==> src/rtl/sync_fifo_pkg.sv <==
// Shared definitions for the synchronous counting FIFO and its burst reader.
package sync_fifo_pkg;

  typedef enum logic [1:0] {
    IDLE  = 2'd0,
    BURST = 2'd1,
    DRAIN = 2'd2
  } burst_rd_state_t;

  // Occupancy counter width: must be able to represent a completely full FIFO.
  function automatic int cnt_w(input int depth);
    return $clog2(depth) + 1;
  endfunction

endpackage

==> src/rtl/sync_fifo_burst_reader_if.sv <==
// FIFO read port plus valid/ready output stream of the burst reader.
// master = reader side, slave = FIFO / downstream consumer side.
interface sync_fifo_burst_reader_if #(
  parameter int DATA_WIDTH = 8,
  parameter int CNT_W      = 5
);
  logic                  fifo_rd_en;
  logic [DATA_WIDTH-1:0] fifo_data;
  logic                  fifo_empty;
  logic [CNT_W-1:0]      fifo_cnt;
  logic [DATA_WIDTH-1:0] m_data;
  logic                  m_valid;
  logic                  m_ready;
  logic                  m_last;

  modport master (
    output fifo_rd_en, m_data, m_valid, m_last,
    input  fifo_data, fifo_empty, fifo_cnt, m_ready
  );

  modport slave (
    input  fifo_rd_en, m_data, m_valid, m_last,
    output fifo_data, fifo_empty, fifo_cnt, m_ready
  );
endinterface

==> src/rtl/sync_fifo_burst_reader_skid_buf2.sv <==
// Two-entry in-order skid buffer; entry 0 is always the head.
module skid_buf2 #(
  parameter int DATA_WIDTH = 8
) (
  input  logic                  i_clk,
  input  logic                  i_rst,
  input  logic                  i_push,
  input  logic [DATA_WIDTH-1:0] i_data,
  input  logic                  i_pop,
  output logic [DATA_WIDTH-1:0] o_data,
  output logic                  o_valid,
  output logic [1:0]            o_occ
);
  logic [1:0][DATA_WIDTH-1:0] r_mem;
  logic [1:0]                 r_occ;

  assign o_data  = r_mem[0];
  assign o_valid = (r_occ != 2'd0);
  assign o_occ   = r_occ;

  // Shift-on-pop storage; a simultaneous push lands behind whatever remains.
  always_ff @(posedge i_clk) begin
    if (i_rst) begin
      r_occ <= 2'd0;
      r_mem <= '0;
    end else begin
      case ({i_push, i_pop})
        2'b10: begin
          r_mem[r_occ[0]] <= i_data;
          r_occ           <= r_occ + 2'd1;
        end
        2'b01: begin
          r_mem[0] <= r_mem[1];
          r_occ    <= r_occ - 2'd1;
        end
        2'b11: begin
          if (r_occ == 2'd2) begin
            r_mem[0] <= r_mem[1];
            r_mem[1] <= i_data;
          end else begin
            r_mem[0] <= i_data;
          end
        end
        default: ;
      endcase
    end
  end
endmodule

==> src/rtl/sync_fifo_burst_reader.sv <==
// Burst read engine for the synchronous counting FIFO.
// Optional partial-burst flush on idle timeout: SYNC_FIFO_BURST_READER_TIMEOUT_EN.
module sync_fifo_burst_reader
  import sync_fifo_pkg::*;
#(
  parameter int DATA_WIDTH = 8,
  parameter int DATA_DEPTH = 16,
  parameter int BURST_LEN  = 4,
  parameter int TIMEOUT    = 32
) (
  input  logic                     clk,
  input  logic                     rst,
  sync_fifo_burst_reader_if.master bus,
  output logic                     busy
);
  localparam int CNT_W = cnt_w(DATA_DEPTH);
  localparam logic [CNT_W-1:0] BURST_CNT = CNT_W'(BURST_LEN);
  localparam logic [CNT_W-1:0] ONE       = CNT_W'(1);

  if (TIMEOUT < 1 || BURST_LEN < 1 || BURST_LEN > DATA_DEPTH) begin : g_bad_cfg
    $error("sync_fifo_burst_reader: illegal BURST_LEN/TIMEOUT");
  end

  burst_rd_state_t       r_state;
  logic [CNT_W-1:0]      r_reads_left;
  logic [CNT_W-1:0]      r_beats_left;
  logic                  r_inflight;
  logic                  r_busy;

  logic [1:0]            w_occ;
  logic                  w_skid_valid;
  logic [DATA_WIDTH-1:0] w_skid_data;
  logic                  w_pop;
  logic                  w_rd_en;
  logic                  w_full;
  logic                  w_trig;
  logic [CNT_W-1:0]      w_trig_len;

  // A read is only launched when the skid is guaranteed a slot for its data.
  assign w_rd_en = (r_state == BURST) && !bus.fifo_empty && (r_reads_left != '0) &&
                   ((w_occ + 2'(r_inflight)) < 2'd2);
  assign w_pop   = w_skid_valid && bus.m_ready;
  assign w_full  = (bus.fifo_cnt >= BURST_CNT);

`ifdef SYNC_FIFO_BURST_READER_TIMEOUT_EN
  localparam int TW = $clog2(TIMEOUT + 1);
  logic [TW-1:0] r_timer;
  logic          w_timeout;

  assign w_timeout  = (r_state == IDLE) && !bus.fifo_empty && (r_timer == TW'(TIMEOUT));
  assign w_trig     = (r_state == IDLE) && (w_full || w_timeout);
  assign w_trig_len = w_full ? BURST_CNT : bus.fifo_cnt;

  // Age of the oldest unserved data while idling; restarts whenever the FIFO empties.
  always_ff @(posedge clk) begin
    if (rst)                          r_timer <= '0;
    else if (bus.fifo_empty || w_trig) r_timer <= '0;
    else if (r_state == IDLE)          r_timer <= r_timer + TW'(1);
  end
`else
  assign w_trig     = (r_state == IDLE) && w_full;
  assign w_trig_len = BURST_CNT;
`endif

  // Burst sequencing: latch length, count reads and beats, retire on the last beat.
  always_ff @(posedge clk) begin
    if (rst) begin
      r_state      <= IDLE;
      r_reads_left <= '0;
      r_beats_left <= '0;
      r_inflight   <= 1'b0;
      r_busy       <= 1'b0;
    end else begin
      r_inflight <= w_rd_en;
      if (w_rd_en) r_reads_left <= r_reads_left - ONE;
      if (w_pop)   r_beats_left <= r_beats_left - ONE;
      case (r_state)
        IDLE: if (w_trig) begin
          r_state      <= BURST;
          r_busy       <= 1'b1;
          r_reads_left <= w_trig_len;
          r_beats_left <= w_trig_len;
        end
        BURST: begin
          if (w_pop && r_beats_left == ONE) begin
            r_state <= IDLE;
            r_busy  <= 1'b0;
          end else if (w_rd_en && r_reads_left == ONE) begin
            r_state <= DRAIN;
          end
        end
        DRAIN: if (w_pop && r_beats_left == ONE) begin
          r_state <= IDLE;
          r_busy  <= 1'b0;
        end
        default: begin
          r_state <= IDLE;
          r_busy  <= 1'b0;
        end
      endcase
    end
  end

  skid_buf2 #(.DATA_WIDTH(DATA_WIDTH)) u_skid (
    .i_clk   (clk),
    .i_rst   (rst),
    .i_push  (r_inflight),
    .i_data  (bus.fifo_data),
    .i_pop   (w_pop),
    .o_data  (w_skid_data),
    .o_valid (w_skid_valid),
    .o_occ   (w_occ)
  );

  assign bus.fifo_rd_en = w_rd_en;
  assign bus.m_data     = w_skid_data;
  assign bus.m_valid    = w_skid_valid;
  assign bus.m_last     = w_skid_valid && (r_beats_left == ONE);
  assign busy           = r_busy;
endmodule
==> src/flat_wrapper.sv <==
// flat-port wrapper written by rule: the top's interface ports become plain ports
module sync_fifo_burst_reader_flat import sync_fifo_pkg::*;
#(
  parameter int DATA_WIDTH = 8,
  parameter int DATA_DEPTH = 16,
  parameter int BURST_LEN  = 4,
  parameter int TIMEOUT    = 32
)
  (clk, rst, busy, bus_fifo_rd_en, bus_m_data, bus_m_valid, bus_m_last, bus_fifo_data, bus_fifo_empty, bus_fifo_cnt, bus_m_ready);
  sync_fifo_burst_reader_if #(.DATA_WIDTH(DATA_WIDTH)) bus_i ();
  input  logic clk;
  input  logic rst;
  output logic busy;
  output wire logic [$bits(bus_i.fifo_rd_en)-1:0] bus_fifo_rd_en;
  output wire logic [$bits(bus_i.m_data)-1:0] bus_m_data;
  output wire logic [$bits(bus_i.m_valid)-1:0] bus_m_valid;
  output wire logic [$bits(bus_i.m_last)-1:0] bus_m_last;
  input wire logic [$bits(bus_i.fifo_data)-1:0] bus_fifo_data;
  input wire logic [$bits(bus_i.fifo_empty)-1:0] bus_fifo_empty;
  input wire logic [$bits(bus_i.fifo_cnt)-1:0] bus_fifo_cnt;
  input wire logic [$bits(bus_i.m_ready)-1:0] bus_m_ready;
  assign bus_fifo_rd_en = bus_i.fifo_rd_en;
  assign bus_m_data = bus_i.m_data;
  assign bus_m_valid = bus_i.m_valid;
  assign bus_m_last = bus_i.m_last;
  assign bus_i.fifo_data = bus_fifo_data;
  assign bus_i.fifo_empty = bus_fifo_empty;
  assign bus_i.fifo_cnt = bus_fifo_cnt;
  assign bus_i.m_ready = bus_m_ready;
  sync_fifo_burst_reader #(.DATA_WIDTH(DATA_WIDTH), .DATA_DEPTH(DATA_DEPTH), .BURST_LEN(BURST_LEN), .TIMEOUT(TIMEOUT)) u_core (.clk(clk), .rst(rst), .bus(bus_i), .busy(busy));
endmodule
==> config.mk <==
export PLATFORM = sky130hd
export DESIGN_NAME = sync_fifo_burst_reader_flat
export DESIGN_NICKNAME = d
export VERILOG_FILES = /design/src/rtl/sync_fifo_pkg.sv /design/src/rtl/sync_fifo_burst_reader_if.sv /design/src/rtl/sync_fifo_burst_reader_skid_buf2.sv /design/src/rtl/sync_fifo_burst_reader.sv /design/src/flat_wrapper.sv
export SDC_FILE = /design/constraint.sdc
export NUM_CORES = 1
export LEC_CHECK = 0
export ABC_AREA = 1
export CORE_AREA = 8 8 75 77
export CTS_BUF_LIST = sky130_fd_sc_hd__clkbuf_2 sky130_fd_sc_hd__clkbuf_4 sky130_fd_sc_hd__clkbuf_8
export DETAILED_ROUTE_END_ITERATION = 10
export DIE_AREA = 0 0 83 85
export GPL_ROUTABILITY_DRIVEN = 0
export PLACE_DENSITY = 0.66
export SKIP_CTS_REPAIR_TIMING = 1
export SLEW_MARGIN = 20
export SYNTH_ARGS = -nofsm -noshare
export SYNTH_HDL_FRONTEND = slang
export SYNTH_SLANG_ARGS = --single-unit
==> constraint.sdc <==
create_clock -name clk -period 1.8 [get_ports clk]
set_input_delay 0.36 -clock clk [delete_from_list [all_inputs] [get_ports clk]]
set_output_delay 0.36 -clock clk [all_outputs]
set_load 0.05 [all_outputs]
* After elaboration in Yosys (flattened, before gate mapping)
Cells that the tools add are included.
** Word-level totals
- Register bits :: 32
- Bits in latches :: 0
- RAM bits :: 0
- Bits in read-only memories :: 0
- Output and inout port bits :: 12
- Logic and storage cells :: 72
- Memories kept :: 0
** Operators by class
- $add $sub $neg :: 5
- $mul :: 0
- Divide/modulo/power cells :: 0
- $lt $le $gt $ge :: 4
- Equality and inequality tests :: 13
- Shifts and indexed selects :: 0
- Muxes and demuxes :: 22
- Bitwise logic cells :: 0
- Reduce and logical (&&, ||, !) cells :: 20
** Operator list (number)
- 5-bit 2-to-1 mux :: 6
- 8-bit 2-to-1 mux :: 3
- 8-bit one-hot mux with 3 select lines :: 1
- 16-bit bitwise mux :: 1
- 8-bit one-hot mux with 2 select lines :: 1
- 5-bit by 1-bit equality test with 1-bit output, second input constant :: 2
- 5-bit by 1-bit subtractor with 5-bit output, second input constant :: 2
- 1-bit logical AND :: 9
- 8-bit demux with 1-bit select :: 1
- 2-bit equality test, second input constant :: 4
- 2-bit 2-to-1 mux :: 4
- 2-bit by 1-bit inequality test with 1-bit output, second input constant :: 3
- 2-bit one-hot mux with 3 select lines :: 1
- 2-bit nonzero test :: 3
- 5-bit by 3-bit >= comparator with 1-bit output, second input constant :: 1
- 5-bit nonzero test :: 1
- 2-bit by 1-bit equality test with 1-bit output, second input constant :: 2
- 2-bit one-hot mux with 2 select lines :: 1
- 2-bit AND reduction :: 2
- 3-bit inequality test, second input constant :: 1
- 3-bit AND reduction :: 1
- 3-bit nonzero test :: 1
- 2-bit by 1-bit adder with 2-bit output :: 1
- 2-bit by 1-bit adder with 2-bit output, second input constant :: 1
- 10 further kinds :: 11

* Longest topological paths before layout
- Depth in word-level cells :: 8
- Depth in mapped cells :: 11
- Depth with buffers taken out :: 11

* By module
A second synthesis with hierarchy kept.
** Second synthesis, totals
- Cells, all modules :: 257
- Area total of the unflattened synthesis :: 1911.8 µm²
** Modules (own cells, without submodules)
- skid_buf2 :: instances 1, cells each 145, area each 1069.8 µm²
- sync_fifo_burst_reader :: instances 1, cells each 112, area each 842.1 µm²

* Least setup slack after synthesis
OpenSTA, ideal clock, no wires.
- Path type :: register to output
- From :: reg u_core.r_beats_left[1]
- To :: out bus_m_last
- Arrival :: 1.324 ns
- Data required time :: 1.440 ns
- Path slack :: 0.116 ns
- Cell stages (with the launch flop) :: 5
- Path buffers :: 0
- Cell sequence :: dfxtp_1 inv_1 ha_1 nand3_1 nor2_1
** Between the ends
- Cells in the longest elaborated chain, start to end :: 2
** RTL lines
- start, declared :: line sync_fifo_burst_reader.sv:26 : logic [CNT_W-1:0] r_beats_left;
- start signal, assigned :: line sync_fifo_burst_reader.sv:76 : if (w_pop) r_beats_left <= r_beats_left - ONE;
- start signal, assigned :: line sync_fifo_burst_reader.sv:82 : r_beats_left <= w_trig_len;
- 5-bit by 1-bit equality test with 1-bit output :: line sync_fifo_burst_reader.sv:118 : assign bus.m_last = w_skid_valid && (r_beats_left == ONE);
- 1-bit logical AND :: line sync_fifo_burst_reader.sv:118
- end, declared :: line flat_wrapper.sv:17 : output wire logic [$bits(bus_i.m_last)-1:0] bus_m_last;
Every way passes these cells.

* Final worst setup path
- From :: reg u_core.r_reads_left[0]
- To :: out bus_fifo_rd_en
** Between the ends
- Cells in the longest elaborated chain, start to end :: 3
** RTL lines
- start, declared :: line sync_fifo_burst_reader.sv:25 : logic [CNT_W-1:0] r_reads_left;
- start signal, assigned :: line sync_fifo_burst_reader.sv:75 : if (w_rd_en) r_reads_left <= r_reads_left - ONE;
- start signal, assigned :: line sync_fifo_burst_reader.sv:81 : r_reads_left <= w_trig_len;
- 5-bit nonzero test :: line sync_fifo_burst_reader.sv:40 : assign w_rd_en = (r_state == BURST) && !bus.fifo_empty && (r_reads_left != '0) &&
- 1-bit logical AND (2 in a row) :: line sync_fifo_burst_reader.sv:40
- end, declared :: line flat_wrapper.sv:14 : output wire logic [$bits(bus_i.fifo_rd_en)-1:0] bus_fifo_rd_en;
Every way passes these cells.

==> results.cfg <==
[drt]
wl_met2_um = 1910
viasPerCell = 4.55
ant_nets = 0
wl_per_cell_um = 10.8
wl_met1_um = 1730
vias = 1596
highest_layer = met4
dr.first_iter.drc_count = 90
routed_wl_um = 3780
drc = 0
wl_met3_um = 94
dr.pass1.iters = 4

[grt]
grt_pass1_vias = 1526
antenna_found_initial = 0
grtUsageTotal_pct = 10.9
grt_pass1_wl_um = 6540
grt_start_max_net_pins = 17
gr-total-overflow = 0

[clocking]
cts_made_buffers = 5
cts.clk_slew.worst_paths_ps = 70
cts_sinks = 32
tritoncts = yes
clkLatencyLatePin_ps = 280
cts_root_buf = clkbuf_8
cts_max_level = 2
clockBufferDepth = 2

[floorplan]
die_h_um = 85
die-area_sq_mm = 0.00706
coreArea_sq_mm = 0.00454
initial_core_util_pct = 41.8
die_x_um = 83
pin_count = 29
rows = 25

[power]
vdd_drop_max_mv = 0.913
p_leak_nw = 1.13
power_density_mw_per_mm2 = 1060

[finish]
diodes = 0
area_growth_pct = 28.5
fin_cells = 351
final_nets = 325
fillCellCount = 424
fin_area_sq_mm = 0.00244
drive_above_1_share_pct = 25.6

[yosys]
synth-edff-count = 0
syn_nets = 284
synth_cells = 255
post-synth-top-count-cell = inv_1
ys_warn_count = 0
yosys_most_used_dff = dfxtp_1
yosys.area.top_type_share_pct = 33.8
synth_cell_types = 31
synth_area_leaders = dfxtp_1 34%, inv_1 9.7%, ha_1 7.9%
synthTopCellsByCount = 49 x inv_1, 37 x nand2_1, 32 x dfxtp_1
synth_area_sq_mm = 0.00190
yosys.area.top_type = dfxtp_1
synthArstFlopShare_pct = 0
avgSynthCellArea_sq_um = 7.44
ys_ff_latch = 32
synth-seq-area-share_pct = 33.8

[min_path]
min_path_cells = 2
hold_end = u_core.u_skid.r_mem[9]
hp-class = flip-flop to flip-flop
hold_start = u_core.u_skid.r_mem[9]

[worst_setup_path]
crit_fanout = 4
critPathLaunchType = flip-flop
r2r_start = u_core.u_skid.o_occ[0]
r2r_slack_ps = 210
slowest_delay_ps = 350
timing.critical_path.cells = inv_2 -> ha_4 -> inv_2 -> nor2_2 -> a21oi_2 -> nand2_2 -> inv_4 -> buf_12
cp_common_cell = inv_2
crit_slowest_cell = dfxtp_2
reg2regPathDepth = 10
crit-reg2reg-capture = u_core.u_skid.o_data[6]
crit_arrival_ps = 1390
critPathRequiredTime_ps = 1440
path_class = flip-flop to primary output
cp-end-kind = primary output

[placement]
placed_area_sq_mm = 0.00224
dp_hpwl_um = 2820
io_buffers = 26
place_ws_ps = -328
dp.cells = 336

[sta]
slew_headroom_pct = 84.4
skew_ps = 2.80
setup_violations = 0
worstMarginPinSlew_ps = 233
max_freq_ghz = 0.573
fin_ws_ps = 54.4
finalCriticalPeriod_ps = 1750
rsz0062_at_grt = true
period_share_pct = 97.0
hold_viol = 0
maxSlewViolCount = 0

[outcome]
status = finished clean

[job]
maxCapViolations = 0
[power by group]
part	internal [mW]	leakage [nW]	switching, mW	total, mW
Sequential	0.800	0.261	0.0609	0.861
Combinational	0.426	0.817	0.624	1.05
Clock	0.409	0.0541	0.274	0.683
Total	1.63	1.13	0.959	2.59
[metal layers]
metal | track usage, % | vias up
li1 | - | 876
met1 | 11.9 | 700
met2 | 19.4 | 16
met3 | 2.97 | 4
met4 | 4.31 | 0
met5 | 0 | -
[critical path: cells and delay by family, from the launching register on]
family	cells	cell delay, ps
compound gates	1	160
simple gates	2	130
flops	1	350
buf+inv	4	310
fa+ha+maj	1	150
[stage by stage]
step / hold slack [ps] / total power [mW] / util (%) / TNS (ps)
after CTS: 449 / 2.58 / 51.8 / -413
final: 448 / 2.59 / 53.7 / 0
after global routing: 468 / 2.79 / 53.7 / -36.4
after detailed placement: 438 / 1.88 / 49.3 / -4730
after global placement: 432 / 1.86 / 49.3 / -4350
after floorplan: 424 / 1.63 / - / 0
[area by class of cell]
class	count	area (sq um)	share of cell area [%]
repair buffers	47	440	18.1
multi-input cells	157	968	39.7
clock inverters	3	42.5	1.75
well taps	54	67.6	2.77
flip-flops and latches	32	643	26.4
inverters	53	206	8.47
clock buffers	5	68.8	2.82
[cell usage in the layout (no fill, tap or decap), types with 4 or more instances in the layout]
cell type        count
inv_2                6
nor2_4               4
nand2_2              4
inv_1               44
nor2_1              14
buf_12               4
dfxtp_1             30
clkdlybuf4s50_1     13
nand2_1             36
a21oi_1             24
clkbuf_8             5
buf_4               29
o21ai_0             27
nand3_1             13
ha_1                10
[flip-flops by register name, summed over array words and instances, names as in the netlist]
register,count
u_core.u_skid.o_data,8
u_core.r_inflight,1
u_core.busy,1
u_core.u_skid.r_mem,8
u_core.r_beats_left,5
u_core.u_skid.o_occ,2
u_core.r_state,2
u_core.r_reads_left,5
[kinds of logic after synthesis]
| family | after synthesis | synth area share (%) |
|---|---|---|
| xor+xnor | 4 | 1.85 |
| fa+ha+maj | 12 | 7.92 |
| flops | 32 | 33.8 |
| simple gates | 78 | 20.1 |
| compound gates | 63 | 19.5 |
| buf+inv | 66 | 16.8 |
[worst max path at each step]
| stage | from | endpoint | slack [ps] |
|---|---|---|---|
| floorplan | u_core.r_beats_left[1] | bus_m_last | 120 |
| global placement | bus_m_ready | u_core.u_skid.o_data[3] | -310 |
| detailed placement | bus_m_ready | u_core.u_skid.o_data[7] | -330 |
| CTS | u_core.r_reads_left[0] | bus_fifo_rd_en | -80 |
| global route | u_core.r_reads_left[1] | bus_fifo_rd_en | -40 |
| finish | u_core.r_reads_left[0] | bus_fifo_rd_en | 50 |
Note: power is estimated with default switching activity, not from simulation.
==> edit 1, RTL diff (same flow settings) <==
The parameter `CNT_W` of `sync_fifo_burst_reader_if` goes from 5 to 10.
--- a/src/rtl/sync_fifo_burst_reader_if.sv
+++ b/src/rtl/sync_fifo_burst_reader_if.sv
@@ -2,7 +2,7 @@
 // master = reader side, slave = FIFO / downstream consumer side.
 interface sync_fifo_burst_reader_if #(
   parameter int DATA_WIDTH = 8,
-  parameter int CNT_W      = 5
+  parameter int CNT_W      = 10
 );
   logic                  fifo_rd_en;
   logic [DATA_WIDTH-1:0] fifo_data;
Interface: changed (resized bus_fifo_cnt); port bits go from 29 to 34. The function was not compared with the original's and may differ.
==> edit 1 against the original RTL <==
  * Setup slack gained 0.0013 ns
  * Combinational power shrank 7%
  * Critical path depth is the same
  * Routed wire length shrank 2.8%
  * Sequential cell count is the same
  * Area after synthesis shrank 5.8%
  * Power shrank 2.8%
  * Final cell count shrank 0.85%
  * Maximum frequency is essentially flat
  * Final area shrank 0.98%
  * Critical path type unchanged
  * Critical endpoint unchanged
==> edit 1: results (changes against the original RTL) <==
The register area share after synthesis came out at 0.3585 (+0.02081). The area taken by flip-flops and latches was 644.4 um^2 (+0.19%). The clock-pin slew on the worst setup and hold paths is 0.07 ns (about the same). The per-cell routed wire length came out at 10.57 um (-1.9%). The non-clock buffer count in the final layout is 48 (+2.1%). The met1 wire length was 1614 um (-6.7%). The post-synthesis share of cell area spent on full adders, half adders and majority gates is 0.08403 (+0.004878). The starting DRC count in detailed routing came to 35 (-61%). The final-layout fill cell count is 436 (+2.8%).

The met2 layer wire length in the routed design is 1831 um (-3.9%). The share of final layout cell area taken by clock buffers and inverters was 0.04614 (+0.0004501). The wire length on met3 is 165 um (+76%). By area the synthesized netlist is led by sky130_fd_sc_hd__dfxtp_1 36%, sky130_fd_sc_hd__inv_1 10%, sky130_fd_sc_hd__ha_1 8.4%. The synthesized-area fraction occupied by ao, oa, aoi and oai cells is 0.1856 (-0.009676).

The commonest cells after synthesis are 48 x sky130_fd_sc_hd__inv_1, 32 x sky130_fd_sc_hd__dfxtp_1, 32 x sky130_fd_sc_hd__nand2_1, 27 x sky130_fd_sc_hd__o21ai_0, 26 x sky130_fd_sc_hd__a21oi_1. The net switching power is 918.3 uW (-4.2%). The via count of the first global-routing pass came out at 1466 (-3.9%).

The utilization after layout came to 0.5321 (-0.005241). The number of distinct standard cells referenced by the synthesized netlist is 27 (-13%). The flow ran to the end, and the final reports show no timing, DRC or antenna violations. The fraction of final layout cells sized beyond drive strength 1 is 0.2211 (-0.03480). The final HPWL from detailed placement came to 2791 um (-1.0%). The placed instance count is 340 (+1.2%). The number of inverters outside the clock class in the layout is 51 (-3.8%).

The share of total power in combinational logic is 0.386 (-0.019). The clock tree skew after final layout is 0.007549 ns (+0.004752 ns). The area share of xor/xnor cells in the synthesized design is 0.02941 (+0.01094). The total via count after detailed routing came out at 1597 (+0.063%). The overall routing resource usage came out at 0.1040 (-0.005081). The non-clock buffer area fraction after layout came out at 0.1965 (+0.01578). The count of buffers from port buffering came out at 31 (+19%). The total power per unit cell area was 1044 mW/mm^2 (-1.9%). The maximum vdd drop is 0.6091 mV (-33%). The wire length of the first global-routing pass is 6113 um (-6.5%). The instance count of the mapped netlist is 250 (-2.0%). The power share of the sequential group is 0.343 (+0.011).

The cell area after placement is 0.002242 mm^2 (+0.22%). The multi-input combinational area share is 0.3831 (-0.01423). The reported leakage power is 0.001067 uW (-5.7%). The count of multi-input combinational gates came out at 155 (-1.3%). The measured slew at the worst slew-check pin is 0.3090 ns (+0.07599 ns).
## edit 1: cell count changes in the layout (fill, tap and decap cells not counted), sizes merged, moves of 2 or more
cell           delta
a21oi             -2
inv               -2
clkdlybuf4s50     +6
xor2              +2
nor2              +6
buf               -4
nand2             -7
## edit 1: path summary, 6_finish.rpt
kind | startpoint | end | slack (ns) | depth (start not counted)
worst max-delay path | u_core.r_reads_left[0] | bus_fifo_rd_en | 0.06 | 8
worst min register to register | u_core.u_skid.r_mem[13] | u_core.u_skid.r_mem[13] | 0.45 | 2
worst min-delay path | u_core.u_skid.r_mem[13] | u_core.u_skid.r_mem[13] | 0.45 | 2
worst max register to register | u_core.u_skid.o_occ[0] | u_core.u_skid.o_data[0] | 0.17 | 10
## edit 1: per-layer routing
| metal | global-route usage | vias up |
|---|---|---|
| li1 | - | 862 |
| met1 | 0.1077 | 701 |
| met2 | 0.1803 | 27 |
| met3 | 0.03544 | 7 |
| met4 | 0.05751 | 0 |
| met5 | 0 | - |
==> edit 2, RTL diff (same flow settings) <==
Made on the original files. Encoding of `burst_rd_state_t`: now one-hot (3 bits for 3 states).
--- a/src/rtl/sync_fifo_pkg.sv
+++ b/src/rtl/sync_fifo_pkg.sv
@@ -1,10 +1,10 @@
 // Shared definitions for the synchronous counting FIFO and its burst reader.
 package sync_fifo_pkg;
 
-  typedef enum logic [1:0] {
-    IDLE  = 2'd0,
-    BURST = 2'd1,
-    DRAIN = 2'd2
+  typedef enum logic [2:0] {
+    IDLE  = 3'b001,
+    BURST = 3'b010,
+    DRAIN = 3'b100
   } burst_rd_state_t;
 
   // Occupancy counter width: must be able to represent a completely full FIFO.
Formal check against the unedited RTL: no difference found for any inputs over 10 cycles, from zero or initial values and one cycle with rst high; not proved beyond that.
==> edit 2 against the original RTL <==
  * Setup slack hardly changed
  * Routed wire length up 2.1%
  * Area after synthesis fell by 6.0%
  * Sequential share of layout area grew 3.1 points
  * Sequential cell count increased by 1
  * Final area decreased by 7.4%
  * Critical path type unchanged
  * Critical endpoint unchanged
  * Largest cell class unchanged
  * Highest routed layer unchanged
Power is not compared: it rests on default switching activity, and its combinational part moved more than twofold at a synthesized area within 25%.
==> edit 2: results (changes against the original RTL) <==
The detailed-routing iteration count for the pre-antenna-repair pass came out at 5 (+1). The starting DRC count in detailed routing is 66 (-27%). The latest clock arrival within the worst-skew pair came out at 0.28 ns (about the same). The fraction of final layout cells sized beyond drive strength 1 is 0.1884 (-0.06754).

The worst setup slack after placement came out at -0.1459 ns (+0.1818 ns). The number of distinct standard cells referenced by the synthesized netlist is 29 (-6.5%). By count the netlist is led by 53 x sky130_fd_sc_hd__nand2_1, 52 x sky130_fd_sc_hd__nor2_1, 34 x sky130_fd_sc_hd__inv_1, 33 x sky130_fd_sc_hd__dfxtp_1, 24 x sky130_fd_sc_hd__nand3_1. The met1 layer usage reported by global route is 0.1326 (+0.01347). The final HPWL from detailed placement is 2859 um (+1.4%).

The final-layout fill cell count came to 444 (+4.7%). The number of vias per cell came out at 4.592 (+1.0%). The measured slew at the worst slew-check pin came out at 0.3240 ns (+0.09095 ns). The post-route non-filler standard cell count is 346 (-1.4%). The post-route worst setup slack came to 0.05392 ns (-0.0004489 ns). The met2 track demand over resource in global routing came to 0.1789 (-0.01556). The total wire length after detailed routing came out at 3865 um (+2.1%). Summed over all cells, the static leakage comes to roughly 0.001 uW. The post-synthesis async set-or-reset flop share is 0 (unchanged). The flow ran to the end, and the final reports show no timing, DRC or antenna violations.

The area occupied by multi-input gates is 932.1 um^2 (-3.7%). The count of state elements after synthesis is 33 (+3.1%). The mean post-synth cell area was 6.884 um^2 (-7.5%). The overall routing resource usage is 0.1111 (+0.002060). The clock tree skew after final layout was 0.004280 ns (+0.001484 ns). The wire length of the first global-routing pass is 6713 um (+2.6%). The synthesized net count came out at 285 (+0.35%). The register area share after synthesis came out at 0.3705 (+0.03280).

The cell area after placement is 0.002132 mm^2 (-4.7%). The fraction of met3 tracks used by global routing came out at 0.03544 (+0.005747). The met1 wire length was 1882 um (+8.8%).

The worst hold-check slack was 0.4641 ns (+0.01586 ns). The wire length on met3 came out at 169 um (+80%). The placed instance count was 338 (+0.60%). The met2 layer wire length in the routed design came out at 1765 um (-7.4%). Sorting the synthesized cells by area gives the leading types as sky130_fd_sc_hd__dfxtp_1 37%, sky130_fd_sc_hd__nand2_1 11%, sky130_fd_sc_hd__nor2_1 11%. The number of nets in the layout came to 318 (-2.2%).

The via count of the first global-routing pass came out at 1490 (-2.4%).
[edit 2: changes by cell type after synthesis, moves of 11 or more]
cell                      unedited run  this run
sky130_fd_sc_hd__a21oi_1            24         8
sky130_fd_sc_hd__inv_1              49        34
sky130_fd_sc_hd__nand2_1            37        53
sky130_fd_sc_hd__nand3_1            13        24
sky130_fd_sc_hd__nor2_1             16        52
sky130_fd_sc_hd__o21ai_0            28        11
[edit 2: kinds of logic after synthesis]
kind of cell / count (synthesis) / share of synthesized area
XOR/XNOR: 4 / 0.01965
adder cells (fa/ha/maj): 9 / 0.06316
flip-flops: 33 / 0.3705
buffers and inverters: 47 / 0.1207
AO/OA/AOI/OAI: 24 / 0.08351
AND/OR/NAND/NOR: 142 / 0.3425
[edit 2: worst paths after layout]
path / from / to / depth (start not counted)
worst max-delay path: u_core.r_reads_left[0] / bus_fifo_rd_en / 6
worst min register to register: u_core.busy / u_core.busy / 2
worst min-delay path: u_core.busy / u_core.busy / 2
worst max register to register: u_core.u_skid.o_occ[0] / u_core.u_skid.o_data[3] / 10
[edit 2: cell type report]
type	count	share of cell area
multi-input cells	179	0.4132
flip-flops and latches	33	0.2945
repair buffers	38	0.1642
inverters	35	0.05824
clock buffers	7	0.03993
well taps	54	0.02995
[edit 2: worst max-delay path: stages, from the launching register on]
cell,delay [ns]
sky130_fd_sc_hd__dfxtp_2,0.35
sky130_fd_sc_hd__inv_2,0.06
sky130_fd_sc_hd__ha_2,0.19
sky130_fd_sc_hd__nand2_2,0.06
sky130_fd_sc_hd__nor2_2,0.05
sky130_fd_sc_hd__nor3_4,0.22
sky130_fd_sc_hd__buf_12,0.17
[edit 2: power by group]
group	switching, uW	total (uW)	internal, uW
registers	27.2	798	771
clock network	261	580	319
logic	228	378	150
total	516	1760	1240
